## config.mk

```make
export PLATFORM = sky130hd
export DESIGN_NAME = time_bus_ctrl_flat
export DESIGN_NICKNAME = d
export VERILOG_FILES = /design/src/rtl/time_bus_ctrl_if.sv /design/src/rtl/time_bus_ctrl.sv /design/src/flat_wrapper.sv
export SDC_FILE = /design/constraint.sdc
export NUM_CORES = 1
export LEC_CHECK = 0
export ABC_AREA = 1
export CORE_AREA = 2 2 65 67
export DETAILED_ROUTE_END_ITERATION = 6
export DIE_AREA = 0 0 67 69
export PLACE_DENSITY = 0.8
export SETUP_SLACK_MARGIN = 0.3
export SYNTH_ARGS = -nofsm -noshare
export SYNTH_HDL_FRONTEND = slang
export SYNTH_SLANG_ARGS = --single-unit
```

## constraint.sdc

```tcl
create_clock -name clk -period 2.27 [get_ports clk]
set_clock_uncertainty 0.15 [all_clocks]
set_input_delay 0.454 -clock clk [delete_from_list [all_inputs] [get_ports clk]]
set_output_delay 0.454 -clock clk [all_outputs]
set_load 0.03 [all_outputs]
```

## src/rtl/time_bus_ctrl_if.sv

```systemverilog
// Shared counter read bus, one-hot enable/load strobes, set-time handshake and
// coherent H:M:S snapshot outputs between time_bus_ctrl and its neighbours.
interface time_bus_ctrl_if #(
    parameter int unsigned W = 6
);
    logic [W-1:0] databus;
    logic         tick;
    logic [2:0]   en_sel;
    logic [2:0]   ld_sel;
    logic [W-1:0] ld_data;
    logic         wr_req;
    logic [1:0]   wr_sel;
    logic [W-1:0] wr_data;
    logic         wr_ack;
    logic         wr_err;
    logic [W-1:0] snap_sec;
    logic [W-1:0] snap_min;
    logic [W-1:0] snap_hour;
    logic         snap_vld;

    modport master (
        input  databus, tick, wr_req, wr_sel, wr_data,
        output en_sel, ld_sel, ld_data, wr_ack, wr_err,
               snap_sec, snap_min, snap_hour, snap_vld
    );

    modport slave (
        output databus, tick, wr_req, wr_sel, wr_data,
        input  en_sel, ld_sel, ld_data, wr_ack, wr_err,
               snap_sec, snap_min, snap_hour, snap_vld
    );
endinterface

```

## src/rtl/time_bus_ctrl.sv

```systemverilog
// Bus master for the sec/min/hour counters: periodic coherent scans into a
// snapshot, and arbitration of set-time writes into one-cycle load strobes.
module time_bus_ctrl #(
    parameter int unsigned W        = 6,
    parameter int unsigned SEC_MAX  = 59,
    parameter int unsigned MIN_MAX  = 59,
    parameter int unsigned HOUR_MAX = 23,
    parameter int unsigned SCAN_GAP = 4
) (
    input  logic            clk,
    input  logic            clear_n,
    time_bus_ctrl_if.master bus
);
    typedef enum logic [2:0] {IDLE, RD_S, RD_M, RD_H, WRITE} state_e;

    localparam int unsigned   GW       = (SCAN_GAP > 2) ? $clog2(SCAN_GAP) : 1;
    localparam logic [GW-1:0] GAP_LAST = GW'((SCAN_GAP > 0) ? SCAN_GAP - 1 : 0);
    localparam logic [W-1:0]  SEC_LIM  = W'(SEC_MAX);
    localparam logic [W-1:0]  MIN_LIM  = W'(MIN_MAX);
    localparam logic [W-1:0]  HOUR_LIM = W'(HOUR_MAX);

    state_e        state_q, state_d;
    logic [GW-1:0] gap_q, gap_d;
    logic          wr_blk_q, wr_blk_d;
    logic [W-1:0]  sh_sec_q, sh_sec_d;
    logic [W-1:0]  sh_min_q, sh_min_d;
    logic [2:0]    en_sel_q, en_sel_d;
    logic [2:0]    ld_sel_q, ld_sel_d;
    logic [W-1:0]  ld_data_q, ld_data_d;
    logic          wr_ack_q, wr_ack_d;
    logic          wr_err_q, wr_err_d;
    logic [W-1:0]  snap_sec_q, snap_sec_d;
    logic [W-1:0]  snap_min_q, snap_min_d;
    logic [W-1:0]  snap_hour_q, snap_hour_d;
    logic          snap_vld_q, snap_vld_d;

    logic wr_go;
    logic wr_legal;
    logic gap_done;

    // A request that was just served stays blocked until wr_req is seen low.
    always_comb begin
        wr_go    = bus.wr_req && !wr_blk_q;
        gap_done = (SCAN_GAP == 0) || (gap_q == GAP_LAST);
        unique case (bus.wr_sel)
            2'd0:    wr_legal = (bus.wr_data <= SEC_LIM);
            2'd1:    wr_legal = (bus.wr_data <= MIN_LIM);
            2'd2:    wr_legal = (bus.wr_data <= HOUR_LIM);
            default: wr_legal = 1'b0;
        endcase
    end

    always_comb begin
        state_d = state_q;
        gap_d   = '0;
        unique case (state_q)
            IDLE: begin
                if (wr_go) begin
                    state_d = WRITE;
                end else if (gap_done) begin
                    state_d = RD_S;
                end else begin
                    gap_d = gap_q + 1'b1;
                end
            end
            // A tick before the hour read would tear the snapshot: rescan.
            RD_S:    state_d = bus.tick ? RD_S : RD_M;
            RD_M:    state_d = bus.tick ? RD_S : RD_H;
            RD_H:    state_d = (SCAN_GAP == 0 && !wr_go) ? RD_S : IDLE;
            WRITE:   state_d = RD_S;
            default: state_d = IDLE;
        endcase
    end

    // Strobes are decoded from the next state so they appear registered in it.
    always_comb begin
        en_sel_d    = '0;
        ld_sel_d    = '0;
        ld_data_d   = '0;
        wr_ack_d    = 1'b0;
        wr_err_d    = 1'b0;
        sh_sec_d    = sh_sec_q;
        sh_min_d    = sh_min_q;
        snap_sec_d  = snap_sec_q;
        snap_min_d  = snap_min_q;
        snap_hour_d = snap_hour_q;
        snap_vld_d  = 1'b0;
        wr_blk_d    = (state_d == WRITE) || (wr_blk_q && bus.wr_req);

        unique case (state_d)
            RD_S: en_sel_d = 3'b001;
            RD_M: en_sel_d = 3'b010;
            RD_H: en_sel_d = 3'b100;
            WRITE: begin
                if (wr_legal) begin
                    ld_sel_d  = 3'b001 << bus.wr_sel;
                    ld_data_d = bus.wr_data;
                    wr_ack_d  = 1'b1;
                end else begin
                    wr_err_d  = 1'b1;
                end
            end
            default: ;
        endcase

        if (state_q == RD_S) sh_sec_d = bus.databus;
        if (state_q == RD_M) sh_min_d = bus.databus;
        if (state_q == RD_H) begin
            snap_sec_d  = sh_sec_q;
            snap_min_d  = sh_min_q;
            snap_hour_d = bus.databus;
            snap_vld_d  = 1'b1;
        end
    end

    always_ff @(posedge clk or negedge clear_n) begin
        if (!clear_n) begin
            state_q     <= IDLE;
            gap_q       <= '0;
            wr_blk_q    <= 1'b0;
            sh_sec_q    <= '0;
            sh_min_q    <= '0;
            en_sel_q    <= '0;
            ld_sel_q    <= '0;
            ld_data_q   <= '0;
            wr_ack_q    <= 1'b0;
            wr_err_q    <= 1'b0;
            snap_sec_q  <= '0;
            snap_min_q  <= '0;
            snap_hour_q <= '0;
            snap_vld_q  <= 1'b0;
        end else begin
            state_q     <= state_d;
            gap_q       <= gap_d;
            wr_blk_q    <= wr_blk_d;
            sh_sec_q    <= sh_sec_d;
            sh_min_q    <= sh_min_d;
            en_sel_q    <= en_sel_d;
            ld_sel_q    <= ld_sel_d;
            ld_data_q   <= ld_data_d;
            wr_ack_q    <= wr_ack_d;
            wr_err_q    <= wr_err_d;
            snap_sec_q  <= snap_sec_d;
            snap_min_q  <= snap_min_d;
            snap_hour_q <= snap_hour_d;
            snap_vld_q  <= snap_vld_d;
        end
    end

    assign bus.en_sel    = en_sel_q;
    assign bus.ld_sel    = ld_sel_q;
    assign bus.ld_data   = ld_data_q;
    assign bus.wr_ack    = wr_ack_q;
    assign bus.wr_err    = wr_err_q;
    assign bus.snap_sec  = snap_sec_q;
    assign bus.snap_min  = snap_min_q;
    assign bus.snap_hour = snap_hour_q;
    assign bus.snap_vld  = snap_vld_q;
endmodule
```

## src/flat_wrapper.sv

```systemverilog
// flat-port wrapper written by rule: the top's interface ports become plain ports
module time_bus_ctrl_flat 
#(
    parameter int unsigned W        = 6,
    parameter int unsigned SEC_MAX  = 59,
    parameter int unsigned MIN_MAX  = 59,
    parameter int unsigned HOUR_MAX = 23,
    parameter int unsigned SCAN_GAP = 4
)
  (clk, clear_n, bus_databus, bus_tick, bus_wr_req, bus_wr_sel, bus_wr_data, bus_en_sel, bus_ld_sel, bus_ld_data, bus_wr_ack, bus_wr_err, bus_snap_sec, bus_snap_min, bus_snap_hour, bus_snap_vld);
  time_bus_ctrl_if #(.W(W)) bus_i ();
  input  logic clk;
  input  logic clear_n;
  input wire logic [$bits(bus_i.databus)-1:0] bus_databus;
  input wire logic [$bits(bus_i.tick)-1:0] bus_tick;
  input wire logic [$bits(bus_i.wr_req)-1:0] bus_wr_req;
  input wire logic [$bits(bus_i.wr_sel)-1:0] bus_wr_sel;
  input wire logic [$bits(bus_i.wr_data)-1:0] bus_wr_data;
  output wire logic [$bits(bus_i.en_sel)-1:0] bus_en_sel;
  output wire logic [$bits(bus_i.ld_sel)-1:0] bus_ld_sel;
  output wire logic [$bits(bus_i.ld_data)-1:0] bus_ld_data;
  output wire logic [$bits(bus_i.wr_ack)-1:0] bus_wr_ack;
  output wire logic [$bits(bus_i.wr_err)-1:0] bus_wr_err;
  output wire logic [$bits(bus_i.snap_sec)-1:0] bus_snap_sec;
  output wire logic [$bits(bus_i.snap_min)-1:0] bus_snap_min;
  output wire logic [$bits(bus_i.snap_hour)-1:0] bus_snap_hour;
  output wire logic [$bits(bus_i.snap_vld)-1:0] bus_snap_vld;
  assign bus_i.databus = bus_databus;
  assign bus_i.tick = bus_tick;
  assign bus_i.wr_req = bus_wr_req;
  assign bus_i.wr_sel = bus_wr_sel;
  assign bus_i.wr_data = bus_wr_data;
  assign bus_en_sel = bus_i.en_sel;
  assign bus_ld_sel = bus_i.ld_sel;
  assign bus_ld_data = bus_i.ld_data;
  assign bus_wr_ack = bus_i.wr_ack;
  assign bus_wr_err = bus_i.wr_err;
  assign bus_snap_sec = bus_i.snap_sec;
  assign bus_snap_min = bus_i.snap_min;
  assign bus_snap_hour = bus_i.snap_hour;
  assign bus_snap_vld = bus_i.snap_vld;
  time_bus_ctrl #(.W(W), .SEC_MAX(SEC_MAX), .MIN_MAX(MIN_MAX), .HOUR_MAX(HOUR_MAX), .SCAN_GAP(SCAN_GAP)) u_core (.clk(clk), .clear_n(clear_n), .bus(bus_i));
endmodule
```

### Word level (Yosys, flattened, before mapping)

Cells that the tools add are included.

* flip-flop bits (word level): 51
* input port bits: 18
* output and inout bits: 33
* word-level logic and storage cells: 55

* add/subtract/negate cells: 1
* order comparisons: 2
* eq/ne operators: 11
* shift-type cells: 1
* mux-type cells: 19
* reduce and logical (&&, ||, !) cells: 7

Operators by type and width (count)
* $eq A3 B2 Y1 const B: 4
* $mux W3: 4
* $mux W6: 2
* $pmux W3 S4: 1
* $mux W2: 5
* $pmux W3 S3: 1
* $eq A3 B1 Y1 const B: 2
* $eq A3 B3 Y1 const B: 2
* $le A6 B5 Y1 const B: 1
* $le A6 B6 Y1 const B: 1
* $mux W1: 5
* $eq A2 B2 Y1 const B: 2
* $logic_not A3 Y1: 1
* $shl A1 B2 Y3 const A: 1
* $add A2 B1 Y2 const B: 1
* $eq A2 B1 Y1 const B: 1
* $logic_and A1 B1 Y1: 2
* $logic_not A2 Y1: 1
* $pmux W1 S2: 1
* $reduce_or A2 Y1: 1
* $logic_not A1 Y1: 1
* $logic_or A1 B1 Y1: 1

### Longest topological paths before layout

* depth after elaboration: 6
* gate-level depth with buffers: 7

### Worst setup path before layout

OpenSTA, ideal clock, no wires.

* kind: input to register
* start: input port bus_wr_data[3]
* end: register u_core.ld_data_q[0], in the netlist u_core.bus.ld_data[0]
* arrival time: 968 ps
* required time: 2001 ps
* slack: 1033 ps
* stages on the path: 5
* buffers on the path: 0
* cell sequence: nand2_1 -> o21bai_2 -> nand2_1 -> nand2_2 -> nor2_1

* cells in the longest elaborated chain, start to end: 4

RTL lines
* start: declaration: line flat_wrapper.sv:18 `input wire logic [$bits(bus_i.wr_data)-1:0] bus_wr_data;`
* $le A6 B5 Y1 or $le A6 B6 Y1 (tied branches): line time_bus_ctrl.sv:48, time_bus_ctrl.sv:46, time_bus_ctrl.sv:47
* $pmux W1 S2 *: line time_bus_ctrl.sv:45 `unique case (bus.wr_sel)`
* $mux W6 *: line time_bus_ctrl.sv:95 `if (wr_legal) begin`
* $mux W6 *: line time_bus_ctrl.sv:90 `unique case (state_d)`
* net u_core.ld_data_d[0]: line time_bus_ctrl.sv:29 `logic [W-1:0] ld_data_q, ld_data_d;`
* end signal: assignment: line time_bus_ctrl.sv:140 `ld_data_q <= ld_data_d;`
* end: declaration: line time_bus_ctrl.sv:29

Mark *: on every way through the listed nets, which the timed path passes. The rest lies on a longest branch.
A chain may end at the register's enable or synchronous reset.

### Worst setup path in the final report

* start: register u_core.snap_sec_q[0], in the netlist u_core.bus.snap_sec[0]
* end: output port bus_snap_sec[0]

RTL lines
* start: declaration: line time_bus_ctrl.sv:32 `logic [W-1:0] snap_sec_q, snap_sec_d;`
* start signal: assignment: line time_bus_ctrl.sv:143 `snap_sec_q <= snap_sec_d;`
* end: declaration: line flat_wrapper.sv:24 `output wire logic [$bits(bus_i.snap_sec)-1:0] bus_snap_sec;`

No word-level cell between the ends.

==> impl_metrics.env <==
export IMPL_synth_area_leader_cell="dfrtp_1"
export IMPL_critPathMaxFanout=2
export IMPL_vias=1420
export IMPL_total_power_mw=3.67
export IMPL_area_growth_syn_to_layout_pct=38.4
export IMPL_postSynth_asyncResetShare_pct=100
export IMPL_insertion_delay_ps=300
export IMPL_setup_viol=0
export IMPL_grt_start_max_net_pins=31
export IMPL_worst_path_dominant_cell_family="buffers and inverters"
export IMPL_ys_seq_area_share_pct=67.0
export IMPL_drv_cap=0
export IMPL_cp_num_buf_inv=1
export IMPL_clock_root_buffer="clkbuf_8"
export IMPL_hold_class="reg -> reg"
export IMPL_synth_top_area_share_pct=67.0
export IMPL_netlist_area_um2=1910
export IMPL_ys_top_cells_by_count="nand2_1, dfrtp_1, o21ai_1"
export IMPL_htreeDepth=2
export IMPL_die_w_um=67
export IMPL_area_sequential_um2=1280
export IMPL_status="completed"
export IMPL_post_cts_setup_buffers=0
export IMPL_cp_slowest_cell="clkdlybuf4s50_1"
export IMPL_ant_nets=0
export IMPL_gp_congestion=0.741
export IMPL_wirelength_mm=3.51
export IMPL_yosysMostFrequentCell="nand2_1"
export IMPL_synth_flop_cell="dfrtp_1"
export IMPL_power_density_nw_per_um2=1390
export IMPL_arrival_ps=1330
export IMPL_grt_pass1_wl_mm=5.96
export IMPL_fmax_mhz=518
export IMPL_critical_path_class="reg -> out"
export IMPL_min_period_ps=1930
export IMPL_clkTransAtPathRegs_ps=90
export IMPL_first_global_vias=1382
export IMPL_cts_tree="done"
export IMPL_slowest_delay_ps=670
export IMPL_hold_viol_final=0
export IMPL_synth_area_per_cell_um2=9.98
export IMPL_period_share_pct=85.0
export IMPL_synth_area_top_cells="dfrtp_1, nand2_1, o21ai_1"
export IMPL_whs_ps=300
export IMPL_synth_cell_types=19
export IMPL_synth_edf_count=0
export IMPL_place_hpwl_mm=2.59
export IMPL_power_switching_mw=1.39
export IMPL_dieArea_um2=4620
export IMPL_internal_power_mw=2.28
export IMPL_post_drt_wl_per_cell_um=11.8
export IMPL_gr_usage_all_layers_pct=16.5
export IMPL_startpoint_type="register"
export IMPL_slew_violations=0
export IMPL_synthCells=191
export IMPL_switching_share_pct=37.9
export IMPL_portBuffers=50
export IMPL_gr_total_overflow=0
export IMPL_clkSinkCount=51
export IMPL_fin_tns_setup_ps=0
export IMPL_synth_yosys_warnings=0
export IMPL_ys_ff_latch=51
export IMPL_first_iter_violations=112
export IMPL_ir_worst_vdd_uv=584
export IMPL_io_pins=51
export IMPL_die_h_um=69
export IMPL_clock_path_buffers=2
export IMPL_clkPwrFrac_pct=19.6
export IMPL_crit_chain="clkdlybuf4s50_1"
export IMPL_worst_pin_slew_ps=509
export IMPL_vias_per_cell=4.78
export IMPL_relSlewSlack_pct=66.0
export IMPL_drc=0
export IMPL_cts_buffers=5
export IMPL_end_kind="primary output"
export IMPL_worst_ep_required_time_ps=1670
export IMPL_start_util_pct=48.7
export IMPL_row_count=23
export IMPL_synthesis_nets=210
export IMPL_core_region_area_um2=3910
export IMPL_rsz0062_at_grt="false"
export IMPL_seqPwrFrac_pct=39.3
export IMPL_multi_input_area_um2=517
export IMPL_diodes=0
export IMPL_antenna_found_initial=0
export IMPL_drive_above_1_share_pct=10.1
export IMPL_p_comb_share_pct=41.0
export IMPL_drt_pass1_iter_count=4
export IMPL_n_fill_cell=328
export IMPL_final_nets=265
export IMPL_leakagePower_nw=1.44
[kinds of logic after synthesis]
group                    Yosys count  synth area share, %
AO/OA/AOI/OAI                     22                 6.11
buffers and inverters             27                 5.91
AND/OR/NAND/NOR                   90                 20.4
flip-flops                        51                 67.0
adder cells (fa/ha/maj)            1                0.656
[path summary, 6_finish.rpt]
kind | endpoint | depth (start not counted) | from | slack, ps
hold reg to reg | u_core.gap_q[0]$_DFF_PN0_ | 1 | u_core.gap_q[0]$_DFF_PN0_ | 300
min in group asynchronous | u_core.bus.snap_min[3]$_DFFE_PN0P_ | 2 | clear_n | 500
setup / recovery | bus_snap_sec[0] | 1 | u_core.bus.snap_sec[0]$_DFFE_PN0P_ | 340
setup reg to reg | u_core.bus.snap_min[5]$_DFFE_PN0P_ | 5 | u_core.state_q[2]$_DFF_PN0_ | 590
max in group asynchronous | u_core.state_q[0]$_DFF_PN0_ | 3 | clear_n | 950
hold / removal | u_core.gap_q[0]$_DFF_PN0_ | 1 | u_core.gap_q[0]$_DFF_PN0_ | 300
[power groups by stage]
stage	Sequential (mW)	Combinational, mW	Clock [mW]
6_report	1.44	1.51	0.719
5_1_grt	1.49	1.66	0.781
4_1_cts	1.45	1.54	0.732
3_5_place_dp	1.47	1.54	0
3_3_place_gp	1.45	1.48	0
2_1_floorplan	1.84	0.561	0
[cell type report]
| cell class | count | share of cell area [%] |
|---|---|---|
| clock inverters | 3 | 2.56 |
| clock buffers | 5 | 2.61 |
| flip-flops and latches | 51 | 48.4 |
| well taps | 50 | 2.37 |
| repair buffers | 53 | 21.3 |
| inverters | 22 | 3.13 |
| multi-input cells | 113 | 19.6 |
[per-stage QoR]
stage                     std cells  area (µm²)  worst slack, ps  utilization, %
after floorplan                 191        1910             1030               -
after global placement          288        2460              501            62.9
after detailed placement        288        2460              435            62.9
after CTS                       297        2610              310            66.6
after global routing            297        2640              298            67.4
final                           297        2640              340            67.4
[flip-flops by register name (all words and copies together) (netlist names)]
register              flops
u_core.bus.ld_sel         3
u_core.wr_blk_q           1
u_core.bus.snap_hour      6
u_core.bus.en_sel         3
u_core.sh_sec_q           6
u_core.bus.snap_vld       1
u_core.bus.wr_err         1
u_core.bus.snap_sec       6
u_core.sh_min_q           6
u_core.bus.ld_data        6
u_core.bus.snap_min       6
u_core.state_q            3
u_core.bus.wr_ack         1
u_core.gap_q              2
[cells in the final DEF, fill, tap and decap left out, types with 2 or more instances in the layout]
cell,instances
inv_2,6
o21ai_0,2
nand3_2,3
nand2_1,65
dlymetal6s2s_1,12
o21ai_1,18
dfrtp_1,51
nand4_1,2
bufinv_16,2
clkdlybuf4s50_1,37
inv_1,16
nor2_1,14
clkbuf_8,5
nor3_2,2
[layer usage]
layer  vias to the layer above  GRT usage [%]  routed length (µm)
li1                        702              -                   -
met1                       677           20.4                1490
met5                         -              0                   0
met4                         0           5.44                  34
met3                         4           4.08                 201
met2                        37           27.7                1790
[repair_timing]
action                     CTS  global route
hold buffers                 1             0
gates resized for setup      0            12
hold endpoints to repair    21             0
setup endpoints to repair    0            12
Power figures use the tool's default switching activity.
